--- config.mk ---
export PLATFORM = sky130hd
export DESIGN_NAME = div_share_arbiter
export DESIGN_NICKNAME = d
export VERILOG_FILES = /design/src/rtl/div_share_arbiter_pkg.sv /design/src/rtl/div_tag_fifo.sv /design/src/rtl/div_share_arbiter.sv
export SDC_FILE = /design/constraint.sdc
export NUM_CORES = 1
export LEC_CHECK = 0
export ABC_AREA = 1
export CELL_PAD_IN_SITES_DETAIL_PLACEMENT = 1
export CELL_PAD_IN_SITES_GLOBAL_PLACEMENT = 2
export CORE_MARGIN = 3
export CORE_UTILIZATION = 14
export CTS_BUF_LIST = sky130_fd_sc_hd__clkbuf_16
export CTS_CLUSTER_SIZE = 16
export DETAILED_ROUTE_END_ITERATION = 8
export PLACE_DENSITY = 0.83
export SYNTH_ARGS = -nofsm -noshare
export SYNTH_HDL_FRONTEND = slang
export SYNTH_SLANG_ARGS = --single-unit
--- constraint.sdc ---
create_clock -name clk -period 5.4 [get_ports clk]
set_clock_uncertainty 0.15 [all_clocks]
set_input_delay 0.81 -clock clk [delete_from_list [all_inputs] [get_ports clk]]
set_output_delay 0.81 -clock clk [all_outputs]
set_load 0.02 [all_outputs]
--- src/rtl/div_share_arbiter_pkg.sv ---
// Shared types for the divider-sharing arbiter: tag type, STAR/O vector formats and sizing defaults.
// Vector elements are signed Q8.8 fixed point.
`ifndef NUM_DIV_REQ
`define NUM_DIV_REQ 4
`endif
`ifndef DIV_MAX_INFLIGHT
`define DIV_MAX_INFLIGHT 4
`endif

package div_share_arbiter_pkg;

  localparam int NUM_DIV_REQ      = `NUM_DIV_REQ;
  localparam int DIV_MAX_INFLIGHT = `DIV_MAX_INFLIGHT;
  localparam int DIV_TAG_W        = $clog2(NUM_DIV_REQ);

  localparam int VEC_ELEM_W = 16;
  localparam int STAR_LEN   = 4;
  localparam int O_LEN      = STAR_LEN - 1;

  typedef logic [DIV_TAG_W-1:0]  DIV_TAG_T;
  typedef logic [VEC_ELEM_W-1:0] VEC_ELEM_T;

  // Element 0 of a STAR vector is the denominator; the rest are numerators.
  typedef VEC_ELEM_T [STAR_LEN-1:0] STAR_VECTOR_T;
  typedef VEC_ELEM_T [O_LEN-1:0]    O_VECTOR_T;

  localparam int STAR_W = $bits(STAR_VECTOR_T);
  localparam int O_W    = $bits(O_VECTOR_T);

endpackage

--- src/rtl/div_tag_fifo.sv ---
// In-order FIFO of requester tags, one entry per vector outstanding inside the divider.
// Push/pop are qualified internally so a push when full or pop when empty is ignored.
module div_tag_fifo
  import div_share_arbiter_pkg::*;
#(
  parameter int W     = DIV_TAG_W,
  parameter int DEPTH = DIV_MAX_INFLIGHT,
  localparam int CNT_W = $clog2(DEPTH) + 1
) (
  input  logic             clk,
  input  logic             rst,
  input  logic             push,
  input  logic [W-1:0]     push_tag,
  input  logic             pop,
  output logic             full,
  output logic             empty,
  output logic [W-1:0]     head,
  output logic [CNT_W-1:0] count
);

  localparam int PTR_W = (DEPTH > 1) ? $clog2(DEPTH) : 1;

  logic [W-1:0]     mem [DEPTH];
  logic [PTR_W-1:0] rd_ptr;
  logic [PTR_W-1:0] wr_ptr;
  logic             do_push;
  logic             do_pop;

  function automatic logic [PTR_W-1:0] ptr_inc(input logic [PTR_W-1:0] p);
    return (p == PTR_W'(DEPTH - 1)) ? '0 : p + 1'b1;
  endfunction

  assign full    = (count == CNT_W'(DEPTH));
  assign empty   = (count == '0);
  assign do_push = push && !full;
  assign do_pop  = pop && !empty;
  assign head    = mem[rd_ptr];

  // NOTE: storage has no reset; entries are only read once count says they were written.
  always_ff @(posedge clk) begin
    if (do_push) mem[wr_ptr] <= push_tag;
  end

  // NOTE: all state updates use <= so every register samples pre-edge values.
  always_ff @(posedge clk or negedge rst) begin
    if (!rst) begin
      rd_ptr <= '0;
      wr_ptr <= '0;
      count  <= '0;
    end else begin
      if (do_push) wr_ptr <= ptr_inc(wr_ptr);
      if (do_pop)  rd_ptr <= ptr_inc(rd_ptr);
      case ({do_push, do_pop})
        2'b10:   count <= count + 1'b1;
        2'b01:   count <= count - 1'b1;
        default: count <= count;
      endcase
    end
  end

endmodule

--- src/rtl/div_share_arbiter.sv ---
// Round-robin sharing of one in-order vector divider among NUM_REQ requesters.
// Issued requester indices ride a tag FIFO so each result is steered back to its issuer.
module div_share_arbiter
  import div_share_arbiter_pkg::*;
#(
  parameter int NUM_REQ      = NUM_DIV_REQ,
  parameter int MAX_INFLIGHT = DIV_MAX_INFLIGHT,
  localparam int TAG_W = $clog2(NUM_REQ),
  localparam int CNT_W = $clog2(MAX_INFLIGHT) + 1
) (
  input  logic                            clk,
  input  logic                            rst,
  input  logic [NUM_REQ-1:0]              req_vld,
  output logic [NUM_REQ-1:0]              req_rdy,
  input  logic [NUM_REQ-1:0][STAR_W-1:0]  req_vec,
  output logic                            div_vld_in,
  input  logic                            div_rdy_out,
  output logic [STAR_W-1:0]               div_vec_in,
  input  logic                            div_vld_out,
  output logic                            div_rdy_in,
  input  logic [O_W-1:0]                  div_vec_out,
  output logic [NUM_REQ-1:0]              rsp_vld,
  input  logic [NUM_REQ-1:0]              rsp_rdy,
  output logic [O_W-1:0]                  rsp_vec,
  output logic [CNT_W-1:0]                inflight
);

  logic [TAG_W-1:0]     rr_ptr;
  logic [TAG_W-1:0]     grant;
  logic                 any_vld;
  logic [2*NUM_REQ-1:0] dbl_req;
  logic                 can_issue;
  logic                 issue;
  logic                 fifo_full;
  logic                 fifo_empty;
  logic [TAG_W-1:0]     head;

  assign dbl_req = {req_vld, req_vld};

  // The upper copy of req_vld supplies the wrapped-around candidates, so the
  // lowest set bit at or above rr_ptr is the round-robin winner.
  // NOTE: every always_comb output gets a default first so no latch is inferred.
  always_comb begin
    grant   = '0;
    any_vld = 1'b0;
    for (int i = 2*NUM_REQ - 1; i >= 0; i--) begin
      if (dbl_req[i] && (i >= int'(rr_ptr))) begin
        any_vld = 1'b1;
        grant   = (i >= NUM_REQ) ? TAG_W'(i - NUM_REQ) : TAG_W'(i);
      end
    end
  end

  // Handshakes are forced idle while reset is held, not just after the next edge.
  assign can_issue  = rst && any_vld && !fifo_full;
  assign issue      = can_issue && div_rdy_out;
  assign div_vld_in = can_issue;
  assign div_vec_in = can_issue ? req_vec[grant] : '0;

  always_comb begin
    req_rdy = '0;
    if (issue) req_rdy[grant] = 1'b1;
  end

  always_ff @(posedge clk or negedge rst) begin
    if (!rst)       rr_ptr <= '0;
    else if (issue) rr_ptr <= (grant == TAG_W'(NUM_REQ - 1)) ? '0 : grant + 1'b1;
  end

  div_tag_fifo #(
    .W     (TAG_W),
    .DEPTH (MAX_INFLIGHT)
  ) u_tag_fifo (
    .clk      (clk),
    .rst      (rst),
    .push     (issue),
    .push_tag (grant),
    .pop      (div_vld_out && div_rdy_in),
    .full     (fifo_full),
    .empty    (fifo_empty),
    .head     (head),
    .count    (inflight)
  );

  always_comb begin
    rsp_vld = '0;
    if (!fifo_empty) rsp_vld[head] = div_vld_out;
  end

  assign div_rdy_in = !fifo_empty && rsp_rdy[head];
  assign rsp_vec    = div_vec_out;

  // A divider result with no outstanding tag has no owner and is never accepted.
  a_result_has_tag: assert property (@(posedge clk) disable iff (!rst)
    !(div_vld_out && fifo_empty));

endmodule
* Word level (Yosys, flattened, before mapping) *
Memories as Yosys holds them, arrays and structs flattened.
Cells that the tools add are included.

word-level totals
  register bits after elaboration = 9
  memory bits (writable) = 8
  output and inout port bits = 125
  memories = 1

memories
  name            depth  bits a word  read ports  clocked after Yosys merged registers in  write ports  line                source
  u_tag_fifo.mem  4      2            1           0                                        1            div_tag_fifo.sv:23  logic [W-1:0] mem [DEPTH];

operators by class
  add/sub/neg operators = 5
  $lt $le $gt $ge = 7
  equality and inequality tests = 6
  mux-type cells = 31
  bitwise logic cells = 1
  reductions and logical operators = 16

operators by type and width
  operator                                                                      number
  64-bit binary-select mux with 2-bit select                                    1
  64-bit 2-to-1 mux                                                             2
  2-bit 2-to-1 mux                                                              10
  1-bit logical AND                                                             12
  1-bit 2-to-1 mux                                                              12
  2-bit equality test, second input constant                                    4
  4-bit 2-to-1 mux                                                              2
  2-bit by 1-bit adder with 2-bit output, second input constant                 3
  2-bit by 3-bit less-than comparator with 1-bit output, second input constant  2
  3-bit case mux with 2 select lines                                            1
  4-bit AND                                                                     1
  1-bit demux with 2-bit select                                                 2
  1-bit by 2-bit >= comparator with 1-bit output, first input constant          2
  2-bit by 1-bit >= comparator with 1-bit output, second input constant         2
  3-bit by 1-bit adder with 3-bit output, second input constant                 1
  3-bit equality test, second input constant                                    1
  3-bit zero test                                                               1
  3-bit by 1-bit subtractor with 3-bit output, second input constant            1
  1-bit binary-select mux with 2-bit select                                     1
  2-bit by 1-bit equality test with 1-bit output, second input constant         1
  2-bit >= comparator, first input constant                                     1
  1-bit zero test                                                               2
  2-bit nonzero test                                                            1

* Logic depth before layout (Yosys ltp) *
  depth after elaboration = 13
  mapped depth = 17
  gate-level depth less buffers = 16

* Modules after synthesis *
A second synthesis with hierarchy kept.

unflattened totals
  cell total of the unflattened synthesis = 898
  area, all modules = 4,769.6 µm²

by module, submodules not included
  module             instances  cells an instance  area each (µm²)
  div_share_arbiter  1          814                3,965.1
  div_tag_fifo       1          84                 804.5

* Least setup slack after synthesis *
Ideal clock, no wire load.

  kind = in2out
  start = in req_vld[1]
  end = out req_rdy[2]
  arrival = 2,023 ps
  setup slack = 2,417 ps
  cell stages on the path = 9
  path buffers = 1
  path through = inv_1 -> nand3_1 -> nand3_1 -> nand3_2 -> inv_2 -> clkbuf_1 -> ha_1 -> inv_1 -> nor2_1

on the way
  word-level cells in the longest chain between the ends = 11
  elaborated cells on any way between the ends = 22
  classes of those cells = order compare (2); mux (15); reduce/logical (5)

RTL lines
  what                                                                                                                                           line                     source
  from (decl)                                                                                                                                    div_share_arbiter.sv:13  input logic [NUM_REQ-1:0] req_vld,
  2-bit 2-to-1 mux (4 in series)                                                                                                                 div_share_arbiter.sv:47  if (dbl_req[i] && (i >= int'(rr_ptr))) begin
  2-bit 2-to-1 mux (*) (2 in series)                                                                                                             div_share_arbiter.sv:47
  via grant[1]                                                                                                                                   div_share_arbiter.sv:29  logic [TAG_W-1:0] grant;
  2-bit by 3-bit less-than comparator with 1-bit output (implied by the code) or 2-bit by 1-bit >= comparator with 1-bit output (tied branches)  div_share_arbiter.sv:62  if (issue) req_rdy[grant] = 1'b1;
  1-bit logical AND (implied by the code)                                                                                                        div_share_arbiter.sv:62
  1-bit 2-to-1 mux (implied by the code)                                                                                                         div_share_arbiter.sv:62
  1-bit demux with 2-bit select (*)                                                                                                              div_share_arbiter.sv:62
  4-bit 2-to-1 mux (*)                                                                                                                           div_share_arbiter.sv:62
  to (decl)                                                                                                                                      div_share_arbiter.sv:14  output logic [NUM_REQ-1:0] req_rdy,

The timed path passes the listed nets; every way through them passes the cells marked *.

* Worst setup path in the final report *
  start = in req_vld[0]
  end = out div_vec_in[58]

on the way
  word-level cells in the longest chain between the ends = 8
  elaborated cells on any way between the ends = 16
  classes of those cells = mux (13); reduce/logical (3)

RTL lines
  what                                                                             line                                              source
  2-bit 2-to-1 mux or 1-bit 2-to-1 mux (tied branches) (5 in series)               div_share_arbiter.sv:47
  64-bit binary-select mux with 2-bit select or 1-bit logical AND (tied branches)  div_share_arbiter.sv:58, div_share_arbiter.sv:55
  64-bit 2-to-1 mux (implied by the code) or 1-bit logical AND (tied branches)     div_share_arbiter.sv:58, div_share_arbiter.sv:55
  64-bit 2-to-1 mux (*)                                                            div_share_arbiter.sv:58                           assign div_vec_in = can_issue ? req_vec[grant] : '0;
  to (decl)                                                                        div_share_arbiter.sv:18                           output logic [STAR_W-1:0] div_vec_in,

Every way passes the cells marked *; elsewhere a longest branch is shown, timed or not. The select of a mux whose other input is x is not followed.

==> results.md <==
Run status:
- The run finished with clean final reports.

Die:
- The core area is 33600 um^2.
- The overall die area is 36400 um^2.
- The row count is 67.
- The die height is 191 um.
- In this run the count of I/O pins placed on the die edge is 441.
- The die extent in x is 191 um.
- For this configuration, the core starts out at a cell density of 14.2%.

Power:
- The worst IR drop on VDD is 0.000198 V.
- In this run the power density over the cells is 343 nW/um^2.
- Summing internal, switching and leakage power gives 2.84 mW.
- Summed over all cells, the static leakage comes to 3.68 nW.

Final layout:
- The multi-input combinational cell area is 3010 um^2.
- Leaving out filler cells and counting taps, the final layout contains 1545.
- The count of filler cells inserted in the layout is 4159.
- The post-layout utilization of the core is 24.7%.
- In the final layout, flip-flops and latches occupy 465 um^2.
- The post-synthesis to final-layout area growth is 73.4%.
- The share of layout cells above drive strength 1 is 2.55%.
- The final layout contains 1424 nets.

Logic synthesis:
- The synthesized area is 4780 um^2.
- Counting flops with an async set or reset pin after synthesis yields a share of 52.9%.
- After synthesis the netlist holds a flip-flop and latch count of 17.
- The net count of the mapped netlist is 1175.
- After synthesis, the netlist uses 28 different library cells.
- The synthesized area per cell is 5.64 um^2.
- Yosys printed 0 warnings.
- The cell type contributing the most total cell area after synthesis is nand3b_1.
- After synthesis, the cell types taking the most area are nand3b_1 (20%), nand3_1 (15%), nand2_1 (13%), inv_1 (12%), buf_4 (8.0%).
- Counting flops with a built-in enable in the synthesized netlist gives 8.
- The portion of the post-synthesis area used by sequential elements is 9.73%.
- The count of mapped cells out of synthesis is 848.
- The portion of synthesized cell area occupied by the leading cell type is 20.1%.
- In the synthesized netlist the dominant register cell turns out to be dfrtp_1.

Placement:
- At the end of routability-driven placement, the weighted congestion stood at 0.769.
- The instance count after placement with tap cells included is 1540.
- The post-placement setup slack is 0.759 ns.
- During placement, the flow inserted port buffers numbering 344.
- The HPWL after detailed placement is 18.9 mm.

GRT:
- The via count of the first global-routing pass came to 6701.
- The residual overflow from global routing is 0.
- For this run, the total global-route usage over all layers was measured as 12.6%.
- The maximum number of pins on one net before global-route repair is 129.
- The first global-routing pass estimated 37.1 mm of wire.
- The initial antenna violation count is 1.

Drt:
- The initial DRC count is 205.
- The final layout contains routed wiring with a total length of 24.3 mm.
- The final routed DRC violation total is 0.
- The first detailed-routing pass took 4 iterations.
- The routed layout has 6360 vias.
- Using the TritonRoute via totals, the vias-per-cell ratio works out to 4.12.
- The mean routed wirelength per cell is 15.7 um.
- Once detail routing completed, the nets flagged for antenna violations numbered 0.

Timing:
- At the pin with the least slew margin, the transition time is 0.900 ns.
- In the final timing run, aggregate negative setup slack is 0 ns.
- The least setup slack across all paths after layout is 0.851 ns.
- The post-route minimum period is 4.55 ns.
- The number of max-slew violations in the final report was 0.
- The number of hold violations in the final report is 0.
- The total setup violations reported at the end of the flow is 0.
- The ratio of final minimum period to clock period is 84.2%.
- The worst pin sits at a relative slew slack of 40.0%.
- The highest achievable clock rate is 0.220 GHz.
- Setup repair after global routing left no endpoint under its margin.

Critical path:
- For the worst setup path, the data arrival time is 3.59 ns.
- The worst setup path is of the in2out kind.
- The beginning of the critical path is req_vld[0].
- The type of element capturing the critical path is a primary output.
- STA classifies the critical path startpoint as a primary input.
- The required time reported for the critical path endpoint is 4.44 ns.
- Of all nets on the critical path, the largest fanout is 43.
- The source of the worst register-to-register timing path is u_tag_fifo.count[1].

CTS:
- At the later pin of the worst-skew pair, clock insertion delay measures 0.24 ns.
- Post-CTS repair changed the size of 0 cells.
- The root buffer cell is clkbuf_16.
- CTS saw 17 sinks.
- The clock buffer count from CTS is 3.
- The clock tree from TritonCTS is done.
- After clock tree synthesis, the clock-pin slew on the worst setup and hold paths is 0.05 ns.
- In this run the number of H-tree levels came out at 1.
- The deepest clock path buffer count is 2.
- The count of hold-fix buffers inserted at cts is 0.
- The number of buffers inserted to repair setup after CTS is 0.

Job:
- The number of maximum-capacitance constraint violations is 0.

Hold path:
- In this run the most critical hold path is launched from u_tag_fifo.count[0].
- The worst hold path class is reg2reg.
sequential cells by signal (all words and copies together), names as in the netlist:
register           count
u_tag_fifo.mem         8
u_tag_fifo.count       3
rr_ptr                 2
u_tag_fifo.rd_ptr      2
u_tag_fifo.wr_ptr      2
routing by layer:
metal  track usage, %  vias to the layer above  part of all wire [%]
met5                0                        -                     0
met3             3.25                       26                   7.2
met4             1.95                        0                   1.3
met2             23.2                      213                    50
met1             14.8                     2985                    41
li1                 -                     3136                     -
final timing paths:
kind                                        end  slack (ns)  depth (start not counted)
max reg2reg                 u_tag_fifo.count[2]        2.62                         12
max in group asynchronous  u_tag_fifo.wr_ptr[1]        4.24                          2
min                         u_tag_fifo.count[0]        0.37                          1
min in group asynchronous  u_tag_fifo.rd_ptr[1]        0.71                          2
min reg2reg                 u_tag_fifo.count[0]        0.37                          1
max                              div_vec_in[58]        0.85                         10
cells in the final DEF, fill, tap and decap left out, drive strengths merged, types with 3 or more instances in the layout:
| cell | netlist | routed |
|---|---|---|
| clkdlybuf4s50 | 0 | 344 |
| nand2 | 173 | 173 |
| inv | 165 | 166 |
| nand3 | 145 | 145 |
| nand3b | 128 | 128 |
| a21oi | 65 | 65 |
| nor2 | 14 | 14 |
| buf | 93 | 12 |
| ha | 10 | 10 |
| dfrtp | 9 | 9 |
| edfxtp | 8 | 8 |
| o21ai | 8 | 8 |
| nor3 | 3 | 3 |
| nand4 | 3 | 3 |
| clkbuf | 19 | 3 |
where the power goes:
part           internal (mW)  switching, mW
Clock                 0.0981         0.0447
Sequential             0.186         0.0391
Combinational          0.982           1.49
area by class of cell:
class / instances / area share, %
Antenna cell: 1 / 0.0302
Clock buffer: 3 / 0.905
Timing Repair Buffer: 356 / 42.9
Sequential cell: 17 / 5.61
Multi-Input combinational cell: 553 / 36.2
Clock inverter: 1 / 0.0453
Inverter: 166 / 7.51
Tap cell: 448 / 6.76
critical path, cell delays in order:
cell and delay [ns]:
clkdlybuf4s50_1 0.49, inv_1 0.10, nand3_1 0.08, nand3_1 0.13, nand3_4 0.30, inv_2 0.14, buf_4 0.46, nand3_1 0.19
a21oi_1 0.22, clkdlybuf4s50_1 0.63
synthesized netlist by cell type, types with 3 or more instances:
cell type and number:
nor2_1 13, nand4_1 3, inv_1 159, nand3_1 143
ha_1 10, o21ai_0 6, nand2_1 171, buf_4 51
dfrtp_1 9, edfxtp_1 8, nand3b_1 128, buf_6 9
buf_2 30, a21oi_1 65, inv_2 6, buf_1 3
nor3_1 3, clkbuf_1 19
logic make-up after synthesis:
logic type	count (synthesis)	synth area share [%]
simple gates	466	51.0
buf+inv	278	28.0
compound gates	74	7.85
flops	17	9.73
fa+ha+maj	11	3.03
xor+xnor	2	0.366
per-stage QoR:
step                hold WS, ns  instance area [um^2]
finish                    0.370                  8290
floorplan                 0.364                  4780
CTS                       0.373                  8290
global placement          0.357                  8210
detailed placement        0.358                  8210
global route              0.405                  8290
Power figures use the tool's default switching activity.
